### src/rtl/mem_port_arbiter_if.sv
// mem_port_arbiter_if -- fetch/data request ports and shared-memory bus of mem_port_arbiter.
// master = arbiter view, slave = requesters plus memory view. Rev 1.0.
`default_nettype none

interface mem_port_arbiter_if;
  logic        IReqF;
  logic [31:0] IAddrF;
  logic        DReqM;
  logic        DWrM;
  logic [31:0] DAddrM;
  logic [31:0] DWDataM;
  logic        MemRdy;
  logic [31:0] MemRData;
  logic        MemReq;
  logic        MemWe;
  logic [31:0] MemAddr;
  logic [31:0] MemWData;
  logic [31:0] IRData;
  logic        IValid;
  logic [31:0] DRData;
  logic        DValid;
  logic        StallFetch;
  logic        StallMem;

  modport master (
    input  IReqF, IAddrF, DReqM, DWrM, DAddrM, DWDataM, MemRdy, MemRData,
    output MemReq, MemWe, MemAddr, MemWData, IRData, IValid, DRData, DValid,
    output StallFetch, StallMem
  );

  modport slave (
    output IReqF, IAddrF, DReqM, DWrM, DAddrM, DWDataM, MemRdy, MemRData,
    input  MemReq, MemWe, MemAddr, MemWData, IRData, IValid, DRData, DValid,
    input  StallFetch, StallMem
  );
endinterface

`default_nettype wire

### src/rtl/mem_port_arbiter.sv
// mem_port_arbiter -- shares one memory port between fetch and data, one access in flight.
// Optional ARB_RR_EN: round-robin on contention instead of fixed data priority. Rev 1.0.
`default_nettype none

module mem_port_arbiter (
  input  wire logic          clk,
  input  wire logic          reset,
  mem_port_arbiter_if.master bus
);

  typedef enum logic [1:0] {
    IDLE   = 2'd0,
    I_WAIT = 2'd1,
    D_WAIT = 2'd2
  } state_t;

  state_t      state, state_nxt;
  logic        mem_req, mem_req_nxt;
  logic        mem_we, mem_we_nxt;
  logic [31:0] mem_addr, mem_addr_nxt;
  logic [31:0] mem_wdata, mem_wdata_nxt;
  logic [31:0] irdata, irdata_nxt;
  logic [31:0] drdata, drdata_nxt;
  logic        ivalid, ivalid_nxt;
  logic        dvalid, dvalid_nxt;
  logic        grant_data;

`ifdef ARB_RR_EN
  logic last_data, last_data_nxt;

  // Under contention the side not served last wins; a lone requester always wins.
  always_comb grant_data = bus.DReqM && (!bus.IReqF || !last_data);
`else
  // Data wins contention: it belongs to an older instruction than the fetch.
  always_comb grant_data = bus.DReqM;
`endif

  always_comb begin
    state_nxt     = state;
    mem_req_nxt   = 1'b0;
    mem_we_nxt    = mem_we;
    mem_addr_nxt  = mem_addr;
    mem_wdata_nxt = mem_wdata;
    irdata_nxt    = irdata;
    drdata_nxt    = drdata;
    ivalid_nxt    = 1'b0;
    dvalid_nxt    = 1'b0;
`ifdef ARB_RR_EN
    last_data_nxt = last_data;
`endif
    case (state)
      IDLE: begin
        // Skip the completion cycle so the served requester can drop its request.
        if (!ivalid && !dvalid && (bus.IReqF || bus.DReqM)) begin
          mem_req_nxt = 1'b1;
          if (grant_data) begin
            state_nxt     = D_WAIT;
            mem_we_nxt    = bus.DWrM;
            mem_addr_nxt  = bus.DAddrM;
            mem_wdata_nxt = bus.DWDataM;
`ifdef ARB_RR_EN
            last_data_nxt = 1'b1;
`endif
          end else begin
            state_nxt     = I_WAIT;
            mem_we_nxt    = 1'b0;
            mem_addr_nxt  = bus.IAddrF;
            mem_wdata_nxt = 32'd0;
`ifdef ARB_RR_EN
            last_data_nxt = 1'b0;
`endif
          end
        end
      end
      I_WAIT: begin
        if (bus.MemRdy) begin
          irdata_nxt = bus.MemRData;
          ivalid_nxt = 1'b1;
          state_nxt  = IDLE;
        end
      end
      D_WAIT: begin
        if (bus.MemRdy) begin
          if (!mem_we) drdata_nxt = bus.MemRData;
          dvalid_nxt = 1'b1;
          state_nxt  = IDLE;
        end
      end
      default: state_nxt = IDLE;
    endcase
  end

  always_ff @(posedge clk) begin
    if (reset) begin
      state     <= IDLE;
      mem_req   <= 1'b0;
      mem_we    <= 1'b0;
      mem_addr  <= 32'd0;
      mem_wdata <= 32'd0;
      irdata    <= 32'd0;
      drdata    <= 32'd0;
      ivalid    <= 1'b0;
      dvalid    <= 1'b0;
    end else begin
      state     <= state_nxt;
      mem_req   <= mem_req_nxt;
      mem_we    <= mem_we_nxt;
      mem_addr  <= mem_addr_nxt;
      mem_wdata <= mem_wdata_nxt;
      irdata    <= irdata_nxt;
      drdata    <= drdata_nxt;
      ivalid    <= ivalid_nxt;
      dvalid    <= dvalid_nxt;
    end
  end

`ifdef ARB_RR_EN
  // Reset to fetch-last so the first contended grant goes to data.
  always_ff @(posedge clk) begin
    if (reset) last_data <= 1'b0;
    else       last_data <= last_data_nxt;
  end
`endif

  assign bus.MemReq     = mem_req;
  assign bus.MemWe      = mem_we;
  assign bus.MemAddr    = mem_addr;
  assign bus.MemWData   = mem_wdata;
  assign bus.IRData     = irdata;
  assign bus.IValid     = ivalid;
  assign bus.DRData     = drdata;
  assign bus.DValid     = dvalid;
  assign bus.StallFetch = bus.IReqF & ~ivalid;
  assign bus.StallMem   = bus.DReqM & ~dvalid;

endmodule

`default_nettype wire

### src/flat_wrapper.sv
// flat-port wrapper written by rule: the top's interface ports become plain ports
module mem_port_arbiter_flat 
  (clk, reset, bus_IReqF, bus_IAddrF, bus_DReqM, bus_DWrM, bus_DAddrM, bus_DWDataM, bus_MemRdy, bus_MemRData, bus_MemReq, bus_MemWe, bus_MemAddr, bus_MemWData, bus_IRData, bus_IValid, bus_DRData, bus_DValid, bus_StallFetch, bus_StallMem);
  mem_port_arbiter_if bus_i ();
  input  wire logic clk;
  input  wire logic reset;
  input wire logic [$bits(bus_i.IReqF)-1:0] bus_IReqF;
  input wire logic [$bits(bus_i.IAddrF)-1:0] bus_IAddrF;
  input wire logic [$bits(bus_i.DReqM)-1:0] bus_DReqM;
  input wire logic [$bits(bus_i.DWrM)-1:0] bus_DWrM;
  input wire logic [$bits(bus_i.DAddrM)-1:0] bus_DAddrM;
  input wire logic [$bits(bus_i.DWDataM)-1:0] bus_DWDataM;
  input wire logic [$bits(bus_i.MemRdy)-1:0] bus_MemRdy;
  input wire logic [$bits(bus_i.MemRData)-1:0] bus_MemRData;
  output wire logic [$bits(bus_i.MemReq)-1:0] bus_MemReq;
  output wire logic [$bits(bus_i.MemWe)-1:0] bus_MemWe;
  output wire logic [$bits(bus_i.MemAddr)-1:0] bus_MemAddr;
  output wire logic [$bits(bus_i.MemWData)-1:0] bus_MemWData;
  output wire logic [$bits(bus_i.IRData)-1:0] bus_IRData;
  output wire logic [$bits(bus_i.IValid)-1:0] bus_IValid;
  output wire logic [$bits(bus_i.DRData)-1:0] bus_DRData;
  output wire logic [$bits(bus_i.DValid)-1:0] bus_DValid;
  output wire logic [$bits(bus_i.StallFetch)-1:0] bus_StallFetch;
  output wire logic [$bits(bus_i.StallMem)-1:0] bus_StallMem;
  assign bus_i.IReqF = bus_IReqF;
  assign bus_i.IAddrF = bus_IAddrF;
  assign bus_i.DReqM = bus_DReqM;
  assign bus_i.DWrM = bus_DWrM;
  assign bus_i.DAddrM = bus_DAddrM;
  assign bus_i.DWDataM = bus_DWDataM;
  assign bus_i.MemRdy = bus_MemRdy;
  assign bus_i.MemRData = bus_MemRData;
  assign bus_MemReq = bus_i.MemReq;
  assign bus_MemWe = bus_i.MemWe;
  assign bus_MemAddr = bus_i.MemAddr;
  assign bus_MemWData = bus_i.MemWData;
  assign bus_IRData = bus_i.IRData;
  assign bus_IValid = bus_i.IValid;
  assign bus_DRData = bus_i.DRData;
  assign bus_DValid = bus_i.DValid;
  assign bus_StallFetch = bus_i.StallFetch;
  assign bus_StallMem = bus_i.StallMem;
  mem_port_arbiter u_core (.clk(clk), .reset(reset), .bus(bus_i));
endmodule
### config.mk
export PLATFORM = sky130hd
export DESIGN_NAME = mem_port_arbiter_flat
export DESIGN_NICKNAME = d
export VERILOG_FILES = /design/src/rtl/mem_port_arbiter_if.sv /design/src/rtl/mem_port_arbiter.sv /design/src/flat_wrapper.sv
export SDC_FILE = /design/constraint.sdc
export NUM_CORES = 1
export LEC_CHECK = 0
export ABC_AREA = 0
export ABC_CLOCK_PERIOD_IN_PS = 2100
export BUFFER_PORTS_ARGS = -buffer_cell sky130_fd_sc_hd__buf_2
export CORE_MARGIN = 3
export CORE_UTILIZATION = 36
export CTS_CLUSTER_SIZE = 10
export DETAILED_ROUTE_END_ITERATION = 12
export PLACE_DENSITY = 0.75
export SYNTH_ARGS = -nofsm -noshare
export SYNTH_HDL_FRONTEND = slang
export SYNTH_SLANG_ARGS = --single-unit
export TNS_END_PERCENT = 100
### constraint.sdc
create_clock -name clk -period 2.1 [get_ports clk]
set_clock_uncertainty 0.1 [all_clocks]
set_input_delay 0 -clock clk [delete_from_list [all_inputs] [get_ports clk]]
set_output_delay 0 -clock clk [all_outputs]
set_load 0.005 [all_outputs]
Word level (Yosys, flattened, before mapping)
Cells that the tools add are included.

Multiplexer cells: 9. Eq/ne operators: 4. Bitwise gates (word level): 8. Reductions and logical operators: 14.

Operator list (number): two-way mux 32 bit (2); OR reduction 2 bit (4); two-way mux 2 bit (3); NOT 1 bit (6); AND reduction 2 bit (3); != test 2 x 1 -> 1 bit (second input constant) (2); case mux 2 bit (2 select lines) (1); two-way mux 1 bit (3); AND reduction 3 bit (1); bitwise AND 1 bit (2); equality test 2 x 1 -> 1 bit (second input constant) (1); equality test 2 bit (second input constant) (1); logical AND 1 bit (2); logical NOT 1 bit (2); logical NOT 2 bit (1); logical OR 1 bit (1).

Input bits: 134. Word-level logic and storage cells: 44. Bits in registers: 134. Output and inout port bits: 134.

Longest topological paths before layout
Gate-level depths: netlist of run 1.

Word-level depth: 5. Gate-level depth with buffers: 7. Depth with buffers taken out: 5.

Least setup slack after synthesis of run 1
No wires, ideal clock.

Kind: reg2reg. Start: register u_core.state[0]. End: register u_core.mem_wdata[22] (netlist: u_core.bus.MemWData[22]). Slack: 0.592 ns. Arrival: 1.337 ns. Data required time: 1.930 ns. Stages on the path, launching flop included: 8. Period minus slack after synthesis: 1.508 ns. Buffers on the path: 2. Setup time: 0.070 ns. Path through: dfxtp_1 > inv_1 > ha_1 > buf_2 > inv_2 > buf_1 > o31ai_1 > a21oi_1.

Cells in the longest elaborated chain, start to end: 2.

Ends and longest elaborated chain: start: declaration (RTL line mem_port_arbiter.sv:17) `state_t state, state_nxt;`; start signal: assignment (RTL line mem_port_arbiter.sv:105) `state <= state_nxt;`; logical NOT 2 bit (RTL line mem_port_arbiter.sv:51) `case (state)`; AND reduction 2 bit (no line); end signal: assignment (RTL line mem_port_arbiter.sv:109) `mem_wdata <= mem_wdata_nxt;`; end: declaration (RTL line mem_port_arbiter.sv:21) `logic [31:0] mem_wdata, mem_wdata_nxt;`.

Every way passes these cells. A chain may end at the register's enable or synchronous reset.

Worst setup path after layout of run 1
Start: register u_core.state[0]. End: register u_core.drdata[0] (netlist: u_core.bus.DRData[0]).

Cells in the longest elaborated chain, start to end: 2.

Ends and longest elaborated chain: equality test 2 bit (RTL line mem_port_arbiter.sv:51); AND reduction 3 bit (no line); end signal: assignment (RTL line mem_port_arbiter.sv:111) `drdata <= drdata_nxt;`; end: declaration (RTL line mem_port_arbiter.sv:23) `logic [31:0] drdata, drdata_nxt;`.

Every way passes these cells.

==> results of run 1 <==
tightest hold or removal path: cells and delay by family:
kind	cells	cell delay [ns]
buffers and inverters	1	0.25
and+or+nand+nor	1	0.15
AOI/OAI and AO/OA	1	0.07
flip-flops by register name, summed over array words and instances (netlist names):
register / count
u_core.bus.DRData: 32
u_core.bus.IRData: 32
u_core.bus.MemAddr: 32
u_core.bus.MemWData: 32
u_core.state: 2
u_core.bus.DValid: 1
u_core.bus.IValid: 1
u_core.bus.MemReq: 1
u_core.bus.MemWe: 1
where the power goes:
group          switching, uW  internal, uW  total (uW)
combinational            783           742        1520
clock                   1050          1870        2930
sequential               124          2770        2890
total                   1960          5380        7350
cell usage in the layout (no fill, tap or decap), drive strengths merged, types with 2 or more instances in the layout:
| master | instances |
|---|---|
| nand2 | 132 |
| nand4 | 35 |
| a21oi | 97 |
| clkbuf | 20 |
| o31ai | 33 |
| diode | 2 |
| a31oi | 34 |
| mux2i | 32 |
| dlygate4sd3 | 143 |
| clkinv | 6 |
| buf | 284 |
| o211ai | 2 |
| a211oi | 32 |
| nor2 | 4 |
| dfxtp | 134 |
| or2 | 2 |
| nor2b | 4 |
| ha | 3 |
| inv | 3 |
| bufinv | 3 |
cell usage after synthesis:
| cell | instances | area (um^2) |
|---|---|---|
| nand2_1 | 132 | 495 |
| nor2b_1 | 4 | 25.0 |
| buf_2 | 28 | 140 |
| clkbuf_1 | 30 | 113 |
| nor4_1 | 1 | 6.26 |
| nand3b_1 | 1 | 7.51 |
| dfxtp_1 | 134 | 2680 |
| o31ai_1 | 33 | 248 |
| mux2i_1 | 32 | 320 |
| a31oi_1 | 34 | 213 |
| nand4_1 | 35 | 219 |
| nor2_1 | 3 | 11.3 |
| nor3_4 | 1 | 16.3 |
| buf_1 | 2 | 7.51 |
| o211ai_1 | 2 | 15.0 |
| a21oi_1 | 97 | 485 |
| a211oi_1 | 32 | 240 |
| or2_1 | 2 | 12.5 |
| and3b_1 | 1 | 8.76 |
| inv_1 | 2 | 7.51 |
| inv_2 | 1 | 3.75 |
| ha_1 | 3 | 37.5 |
| buf_6 | 4 | 45.0 |
| nor2_4 | 1 | 11.3 |
| buf_4 | 5 | 37.5 |
| and2_1 | 1 | 6.26 |
| nand2b_1 | 1 | 6.26 |
metal layers:
metal	share of wire (%)	routed length, um
met2	51	9870
met1	39	7550
met5	0	0
met3	6.9	1350
met4	3.6	711
worst paths after layout:
check	endpoint	slack [ns]	cells past startpoint
min	u_core.bus.MemWData[28]$_SDFFE_PP0P_	0.02	3
max reg2reg	u_core.bus.DRData[0]$_SDFFE_PP0P_	0.11	7
min reg2reg	u_core.bus.IRData[25]$_SDFFE_PP0P_	0.35	2
max	u_core.bus.DRData[0]$_SDFFE_PP0P_	0.11	7
logic make-up after synthesis:
logic type      share of synthesized area, %
simple gates                            15.2
compound gates                          22.2
buf+inv                                 6.53
mux                                     5.91
flops                                   49.5
fa+ha+maj                              0.692
cell type report:
type / instances / area share [%]
timing repair buffer: 427 / 33.3
multi-input combinational: 416 / 27.1
antenna: 2 / 0.0566
clock inverter: 10 / 1.48
clock buffer: 20 / 5.05
sequential: 134 / 30.3
inverter: 3 / 0.127
tap: 184 / 2.60
stage by stage:
step,power (uW),hold slack (ns),instances
6_report,7350,0.0217,1196
5_1_grt,7660,0.0464,1195
4_1_cts,7360,0.00402,1194
3_5_place_dp,4180,0.158,1021
3_3_place_gp,4160,0.154,1021
2_1_floorplan,3660,0.0169,622
timing repair:
item | CTS | global route
hold buffers | 143 | 0
hold endpoints to repair | 133 | 0
endpoints found under the setup margin | 0 | 1
gates resized for setup | 0 | 3
==> impl_results.md, run 1 <==
* Vias in the first global route at 6193
* Worst skew pair latency at 0.41 ns
* M1 GR Usage at 26.5%
* Synth warn at 0
* Unrepaired setup endpoints after global routing: false
* Lkg Pwr at 0.00401 uW
* CP Class: flop to flop
* Largest net degree at the start of global routing at 68
* Final instance area at 8850 um^2
* CTS H-Tree Depth at 4
* CTS Root Cell: clkbuf_16
* Die width at 129 um
* Initial DRC count at 421
* Hold Path Origin: bus_DReqM
* Final setup vio count at 0
* GP Congestion at 0.758
* Buf/Inv on CP at 3
* Top delay family on crit path: buffers and inverters
* Slew Viols, Final at 0
* Power density over the cells at 830 nW/um^2
* Register bit count reported by yosys at 134
* Final Cycle Share at 94.6%
* P&R area growth vs syn at 63.2%
* Fin. Hold Viols at 0
* Die Span Y at 129 um
* Final core occ at 60.4%
* Fill cells at 1205
* FMAX at 0.503 GHz
* Multi-input gate area at 2390 um^2
* Port bufs at 267
* Critical path origin: u_core.state[0]$_SDFFE_PP0P_
* Clk sinks at 134
* Startpoint class of the critical path: flop
* Drt wl/cell at 16.3 um
* Register Area at 2680 um^2
* Total GRT Usage at 22.7%
* CP required at 2.30 ns
* Starting Density at 37.0%
* Final min period at 1.99 ns
* Crit. End Element: flop
* Net Count, Synth at 759
* Total grt overflow at 0
* Slowest CP cell: dlygate4sd3_1
* First-pass GRT wire length at 30.3 mm
* Core ar. at 14600 um^2
* Synthesized instance count at 622
* Drt via density at 5.20
* TritonCTS buffer count at 17
* Post CTS Setup Buffer Count at 0
* Share of final-layout standard cells stronger than drive strength 1 at 31.4%
* Clock Path Buffers at 2
* Worst-path clk slew at 0.06 ns
* DRT Wirelength at 19.5 mm
* RR Startpoint: u_core.state[0]$_SDFFE_PP0P_
* Worst-Margin Slew at 0.927 ns
* Final worst slack at 0.113 ns
* Initial antenna violation count at 1
* DR pass1 iterations at 5
* Worst vdd ir at 0.000535 V
* Max-cap violations at 0
* Post-DP HPWL at 11.1 mm
* Die area at 16600 um^2
* Residual DRC count at 0
* Critical path fanouts, max at 32
* Arrival @ worst endpoint at 2.19 ns
* Grt peak-use layer: met2
* Post-Syn Area at 5420 um^2
* CTS tree: built
* Setup TNS at 0 ns
* Share of the yosys chip area belonging to registers at 49.5%
* Via count at 6220
* Met2 Usage GRT at 38.9%
* Met3 Use GR at 6.02%
* Hold Crit Class: input port to flop
* Final net count at 1136
* Netlist cell types at 27
* Row cnt at 44
* Status: complete, no violations
* Crit-path cells: inv_1, ha_1, and3b_1, buf_8, nand2_1, a21oi_1, dlygate4sd3_1
* Setup WS pre-CTS at 0.319 ns
* Syn Area/Cell at 8.72 um^2
* DP Area at 6820 um^2
* Max stage delay on crit path at 0.58 ns
* Slew HR at 38.1%
* Io pins at 268
* Post-DRT Antenna Nets at 0
No activity file was read; power rests on OpenSTA's default activity.
==> run 2, diff against run 1 <==
- CORE_UTILIZATION: 36 -> 46
- PLACE_DENSITY: 0.75 -> 0.9
==> run 2 against run 1 <==
Compared with the run above: worst hold slack worse by 0.020 ns; core utilization up 15 points; cell count down 4.4%; largest cell class unchanged; maximum frequency up 14%; largest power group is now sequential cells; global-route usage up 8.1 points.
==> impl_results.md, run 2 (synthesis gave the netlist of run 1 again) <==
* Status: complete, no violations
* Placed cells at 980 (-4.0%)
* Largest net degree at the start of global routing at 70 (+2.9%)
* Hold WS at 0.00168 ns (-0.0200 ns)
* Final net count at 1124 (-1.1%)
* Hold Path Origin: bus_IReqF
* P&R area growth vs syn at 60.0%
* Post-DRT Antenna Nets at 0 (unchanged)
* Slew Viols, Final at 0 (unchanged)
* Vias in the first global route at 6409 (+3.5%)
* DR pass1 iterations at 6 (+1)
* Hold Crit Depth at 4 (+1)
* Crit-path cells: inv_1, ha_1, and2_1, buf_4, nand2_1, a21oi_1
* RR Startpoint: u_core.state[1]$_SDFFE_PP0P_
* Post-DP HPWL at 11.2 mm (+0.17%)
* CP required at 2.32 ns (+0.02 ns)
* First-pass GRT wire length at 32.3 mm (+6.3%)
* Setup TNS at 0 ns (unchanged)
* Unrepaired setup endpoints after global routing: false
* CP Class: flop to flop
* Lkg Pwr at 0.00395 uW (-1.3%)
* Max-cap violations at 0 (unchanged)
* FMAX at 0.574 GHz (+14%)
* Port bufs at 267 (unchanged)
* Worst-Margin Slew at 1.18 ns (+0.253 ns)
* Crit. End Element: flop
* Initial antenna violation count at 0 (-1)
* Share of final-layout standard cells stronger than drive strength 1 at 31.9% (+0.48 points)
* Post-CTS resize count at 0 (unchanged)
* Drt wl/cell at 18.3 um (+12%)
* Most common cell after layout, fill and taps aside: buf_2
* Final core occ at 75.6% (+15 points)
* Total GRT Usage at 30.8% (+8.1 points)
* CTS Root Cell: clkbuf_16
* TritonCTS buffer count at 17 (unchanged)
* Worst-path clk slew at 0.06 ns (about the same)
* Slowest CP cell: buf_4
* Die width at 115 um (-11%)
* Startpoint class of the critical path: flop
* Final Cycle Share at 83.0% (-12 points)
* Clock Path Buffers at 2 (unchanged)
* DRT Wirelength at 20.9 mm (+7.4%)
* CTS tree: built
* GP Congestion at 0.822 (+8.4%)
* Power density over the cells at 842 nW/um^2 (+1.4%)
* Critical path fanouts, max at 25 (-22%)
* Worst vdd ir at 0.000663 V (+24%)
* Clk sinks at 134 (unchanged)
* Critical path origin: u_core.state[1]$_SDFFE_PP0P_
* Via count at 6478 (+4.1%)
* Worst skew pair latency at 0.40 ns (about the same)
* Slew HR at 21.4% (-17 points)
* Final std cells w/o fill at 1143 (-4.4%)
* CTS H-Tree Depth at 4 (unchanged)
* Most frequent cells in the layout: buf_2, dfxtp_1, nand2_1
* Worst Reg2Reg Path Length in Cells at 6 (-1)
* Fill cells at 729 (-40%)
* Initial DRC count at 679 (+61%)
* Total grt overflow at 0 (unchanged)
* Starting Density at 47.3% (+10 points)
* Hold Crit Class: input port to flop
* Die area at 13100 um^2 (-21%)
* Residual DRC count at 0 (unchanged)
* Io pins at 268 (unchanged)
* Core ar. at 11500 um^2 (-22%)
* Die Span Y at 115 um (-11%)
* Final min period at 1.74 ns (-0.244 ns)
* Row cnt at 39 (-11%)
* Final setup vio count at 0 (unchanged)
* Max stage delay on crit path at 0.36 ns (-0.22 ns)
* Arrival @ worst endpoint at 1.96 ns (-0.23 ns)
* Fin. Hold Viols at 0 (unchanged)
* Drt via density at 5.67 (+9.0%)
## run 2: critical path: cells and delay by family, from the launching register on
family / cells / cell delay, ns
buffers and inverters: 2 / 0.44
and+or+nand+nor: 2 / 0.43
DFF: 1 / 0.33
adders and majority gates: 1 / 0.15
AOI/OAI and AO/OA: 1 / 0.20
## run 2: cell type report
type	count	area, um^2	share of cell area [%]
clock buffers	19	443	5.11
flip-flops and latches	134	2680	30.9
clock inverters	11	129	1.49
repair buffers	415	2830	32.6
multi-input cells	416	2390	27.6
diodes	2	5.00	0.0577
inverters	3	11.3	0.130
well taps	143	179	2.06
## run 2: routing by layer
metal,share of wire (%),up-vias,wire [um],track usage [%]
met5,0,-,0,0
met4,4.5,0,935,16.2
met3,9.0,92,1880,8.40
met2,50,460,10500,53.2
met1,36,2956,7600,34.5
li1,-,2970,-,-
## run 2: worst paths after layout
kind	end	slack (ns)
worst min register to register	u_core.bus.IRData[0]$_SDFFE_PP0P_	0.35
worst max-delay path	u_core.bus.IRData[13]$_SDFFE_PP0P_	0.36
worst min-delay path	u_core.bus.MemWData[10]$_SDFFE_PP0P_	0.002
worst max register to register	u_core.bus.IRData[13]$_SDFFE_PP0P_	0.36
## run 2: power breakdown
group / switching, uW / total [uW] / leakage, uW / internal (uW)
combinational: 812 / 1520 / 0.00260 / 710
clock: 1110 / 2880 / 0.000264 / 1770
sequential: 132 / 2900 / 0.00110 / 2770
total: 2060 / 7300 / 0.00395 / 5250
## run 2: timing repair
action / CTS / global route
hold buffers: 131 / 0
setup buffers: 0 / 0
endpoints found under the hold margin: 133 / 0
## run 2: per-stage QoR
step	power [uW]	cell area, um^2	setup WS (ns)
global placement	4150	6780	0.487
CTS	7230	8670	0.433
floorplan	3660	5420	0.592
finish	7300	8670	0.357
detailed placement	4180	6780	0.416
global route	7580	8670	0.257
==> run 3, diff against run 2 <==
- ABC_CLOCK_PERIOD_IN_PS: 2100 -> 1670
- clock period: 2.1 -> 1.67 ns (I/O delays scaled with it)
==> run 3 against run 2 <==
Compared with the run above: non-clock buffer count up 4; count of clock-buffer cells in the layout up 4; worst setup slack worse by 0.27 ns; die area unchanged; via count up 2.1%; wire length up 3.7%; critical path depth unchanged; clock power up 28%; critical path type unchanged; largest power group is now clock; highest routed layer unchanged.
==> impl_results.md, run 3 (synthesis gave the netlist of run 1 again) <==
* Status: complete, no violations
* Row cnt at 39 (unchanged)
* First-pass GRT wire length at 33.5 mm (+3.8%)
* Drt via density at 5.77 (+1.8%)
* Top delay family on crit path: buffers and inverters
* Multi-input gate area at 2410 um^2 (+0.78%)
* Clock Path Buffers at 2 (unchanged)
* Buf/Inv on CP at 3 (+1)
* Final std cells w/o fill at 1146 (+0.26%)
* Power density over the cells at 1060 nW/um^2 (+26%)
* Arrival @ worst endpoint at 1.79 ns (-0.17 ns)
* Total grt overflow at 0 (unchanged)
* Int Power at 6750 uW (+29%)
* GP Congestion at 0.818 (-0.47%)
* Critical path fanouts, max at 32 (+28%)
* Total GRT Usage at 32.2% (+1.3 points)
* Die Span Y at 115 um (unchanged)
* Fill cells at 649 (-11%)
* Initial DRC count at 702 (+3.4%)
* Worst-path clk slew at 0.06 ns (about the same)
* Most frequent cells in the layout: buf_2, dfxtp_1, nand2_1
* Lkg Pwr at 0.00401 uW (+1.5%)
* Die width at 115 um (unchanged)
* Startpoint class of the critical path: flop
* CP required at 1.87 ns (-0.45 ns)
* FMAX at 0.630 GHz (+9.8%)
* Worst skew pair latency at 0.40 ns (about the same)
* Worst Reg2Reg Path Length in Cells at 6 (unchanged)
* Most common cell after layout, fill and taps aside: buf_2
* Core ar. at 11500 um^2 (unchanged)
* Unrepaired setup endpoints after global routing: false
* Largest net degree at the start of global routing at 68 (-2.9%)
* Fin. Hold Viols at 0 (unchanged)
* Worst-Margin Slew at 0.489 ns (-0.690 ns)
* Flop pwr share at 39.1% (-0.6 points)
* WHS Endpoint: u_core.bus.MemWData[7]$_SDFFE_PP0P_
* Final min period at 1.59 ns (-0.156 ns)
* CTS tree: built
* Starting Density at 47.3% (unchanged)
* Final net count at 1128 (+0.36%)
* P&R area growth vs syn at 62.6%
* RR Startpoint: u_core.state[1]$_SDFFE_PP0P_
* Slowest CP cell: dfxtp_1
* Reg-to-reg endpoint: u_core.bus.MemAddr[6]$_SDFFE_PP0P_
* Max stage delay on crit path at 0.38 ns (+0.02 ns)
* Port bufs at 267 (unchanged)
* Diodes inserted at 0 (-2)
* Drt wl/cell at 18.9 um (+3.5%)
* Crit. End Element: flop
* TritonCTS buffer count at 17 (unchanged)
* Io pins at 268 (unchanged)
* Vias in the first global route at 6533 (+1.9%)
* Clk sinks at 134 (unchanged)
* Final Cycle Share at 95.0% (+12 points)
* Setup TNS at 0 ns (unchanged)
* Hold Crit Depth at 4 (unchanged)
* Via count at 6614 (+2.1%)
* Die area at 13100 um^2 (unchanged)
* CP Class: flop to flop
* Max-cap violations at 0 (unchanged)
* Slew HR at 67.4% (+46 points)
* Worst vdd ir at 0.000649 V (-2.1%)
* Post-DP HPWL at 11.4 mm (+2.1%)
* DRT Wirelength at 21.7 mm (+3.7%)
* Clock group share of total power at 39.3% (about the same)
* CTS H-Tree Depth at 4 (unchanged)
* Gate power share at 21.6% (+0.8 points)
* Initial antenna violation count at 0 (unchanged)
* Post-DRT Antenna Nets at 0 (unchanged)
* Crit-path cells: inv_1, ha_2, inv_4, nor3_4, buf_12, a211oi_1
* Residual DRC count at 0 (unchanged)
* Hold Path Origin: bus_DReqM
* Share of final-layout standard cells stronger than drive strength 1 at 32.4% (+0.54 points)
* Register Area at 2680 um^2 (unchanged)
* Hold Crit Class: input port to flop
* Final setup vio count at 0 (unchanged)
* Psw at 2600 uW (+27%)
* Placed cells at 984 (+0.41%)
* Sw frac at 27.8% (-0.32 points)
* DR pass1 iterations at 8 (+2)
* Slew Viols, Final at 0 (unchanged)
* R2R setup slack at 0.08 ns (-0.27 ns)
* CTS Root Cell: clkbuf_16
==> run 3: cell count changes in the layout (fill, tap and decap cells not counted), sizes merged <==
cell      before  now
buf          284  288
diode          2    0
clkbuf        19   23
clkinvlp       5    2
inv            4    3
clkinv         3    4
==> run 3: worst max-delay path by stage <==
stage,start,end,slack [ns],depth (start not counted)
detailed placement,u_core.state[0]$_SDFFE_PP0P_,u_core.bus.MemAddr[15]$_SDFFE_PP0P_,0.14,6
CTS,u_core.state[0]$_SDFFE_PP0P_,u_core.bus.MemWData[13]$_SDFFE_PP0P_,0.12,6
floorplan,u_core.state[0]$_SDFFE_PP0P_,u_core.bus.MemWData[22]$_SDFFE_PP0P_,0.16,7
global placement,u_core.state[0]$_SDFFE_PP0P_,u_core.bus.MemAddr[24]$_SDFFE_PP0P_,0.18,6
finish,u_core.state[1]$_SDFFE_PP0P_,u_core.bus.MemAddr[6]$_SDFFE_PP0P_,0.08,6
global route,u_core.state[0]$_SDFFE_PP0P_,u_core.bus.MemWData[18]$_SDFFE_PP0P_,0.0006,6
==> run 3: per-stage QoR <==
step	utilization [%]	hold WS (ns)	setup slack, ns	instance area (um^2)	power (uW)
final	76.9	0.0562	0.0831	8810	9350
after floorplan	-	0.0169	0.162	5420	4600
after detailed placement	60.2	0.157	0.137	6900	5330
after CTS	76.7	0.0260	0.121	8790	9220
after global placement	60.2	0.153	0.178	6900	5290
after global routing	76.9	0.0552	0.000576	8810	9670
==> run 3: final cells by class <==
type,count,area share [%]
Inverter,3,0.156
Timing Repair Buffer,419,33.5
Clock inverter,8,1.12
Multi-Input combinational cell,416,27.4
Clock buffer,23,5.42
Tap cell,143,2.03
Sequential cell,134,30.4
==> run 3: power groups by stage <==
stage / Combinational (uW) / Sequential [uW] / Clock [uW]
after floorplan: 890 / 3710 / 0
final: 2020 / 3650 / 3680
after CTS: 1900 / 3630 / 3680
after detailed placement: 1640 / 3690 / 0
after global placement: 1600 / 3690 / 0
after global routing: 2180 / 3680 / 3820
==> run 3: layer usage <==
metal	vias to the layer above	GRT usage, %	wire length, um
met5	-	0	0
met2	473	55.8	11100
li1	2984	-	-
met4	0	18.1	996
met3	91	8.14	1800
met1	3066	35.6	7780
==> run 3: repair_timing <==
| item | CTS | global route |
|---|---|---|
| hold endpoints to repair | 132 | 0 |
| resized for setup | 0 | 6 |
| setup buffers | 0 | 0 |
| endpoints found under the setup margin | 0 | 11 |
| hold buffers | 131 | 0 |
==> run 3: worst register-to-register path, cell delays in order, from the launching register on <==
cell and delay (ns):
dfxtp_1 0.38, inv_1 0.09, ha_2 0.22, inv_4 0.13, nor3_4 0.07, buf_12 0.18
a211oi_1 0.31
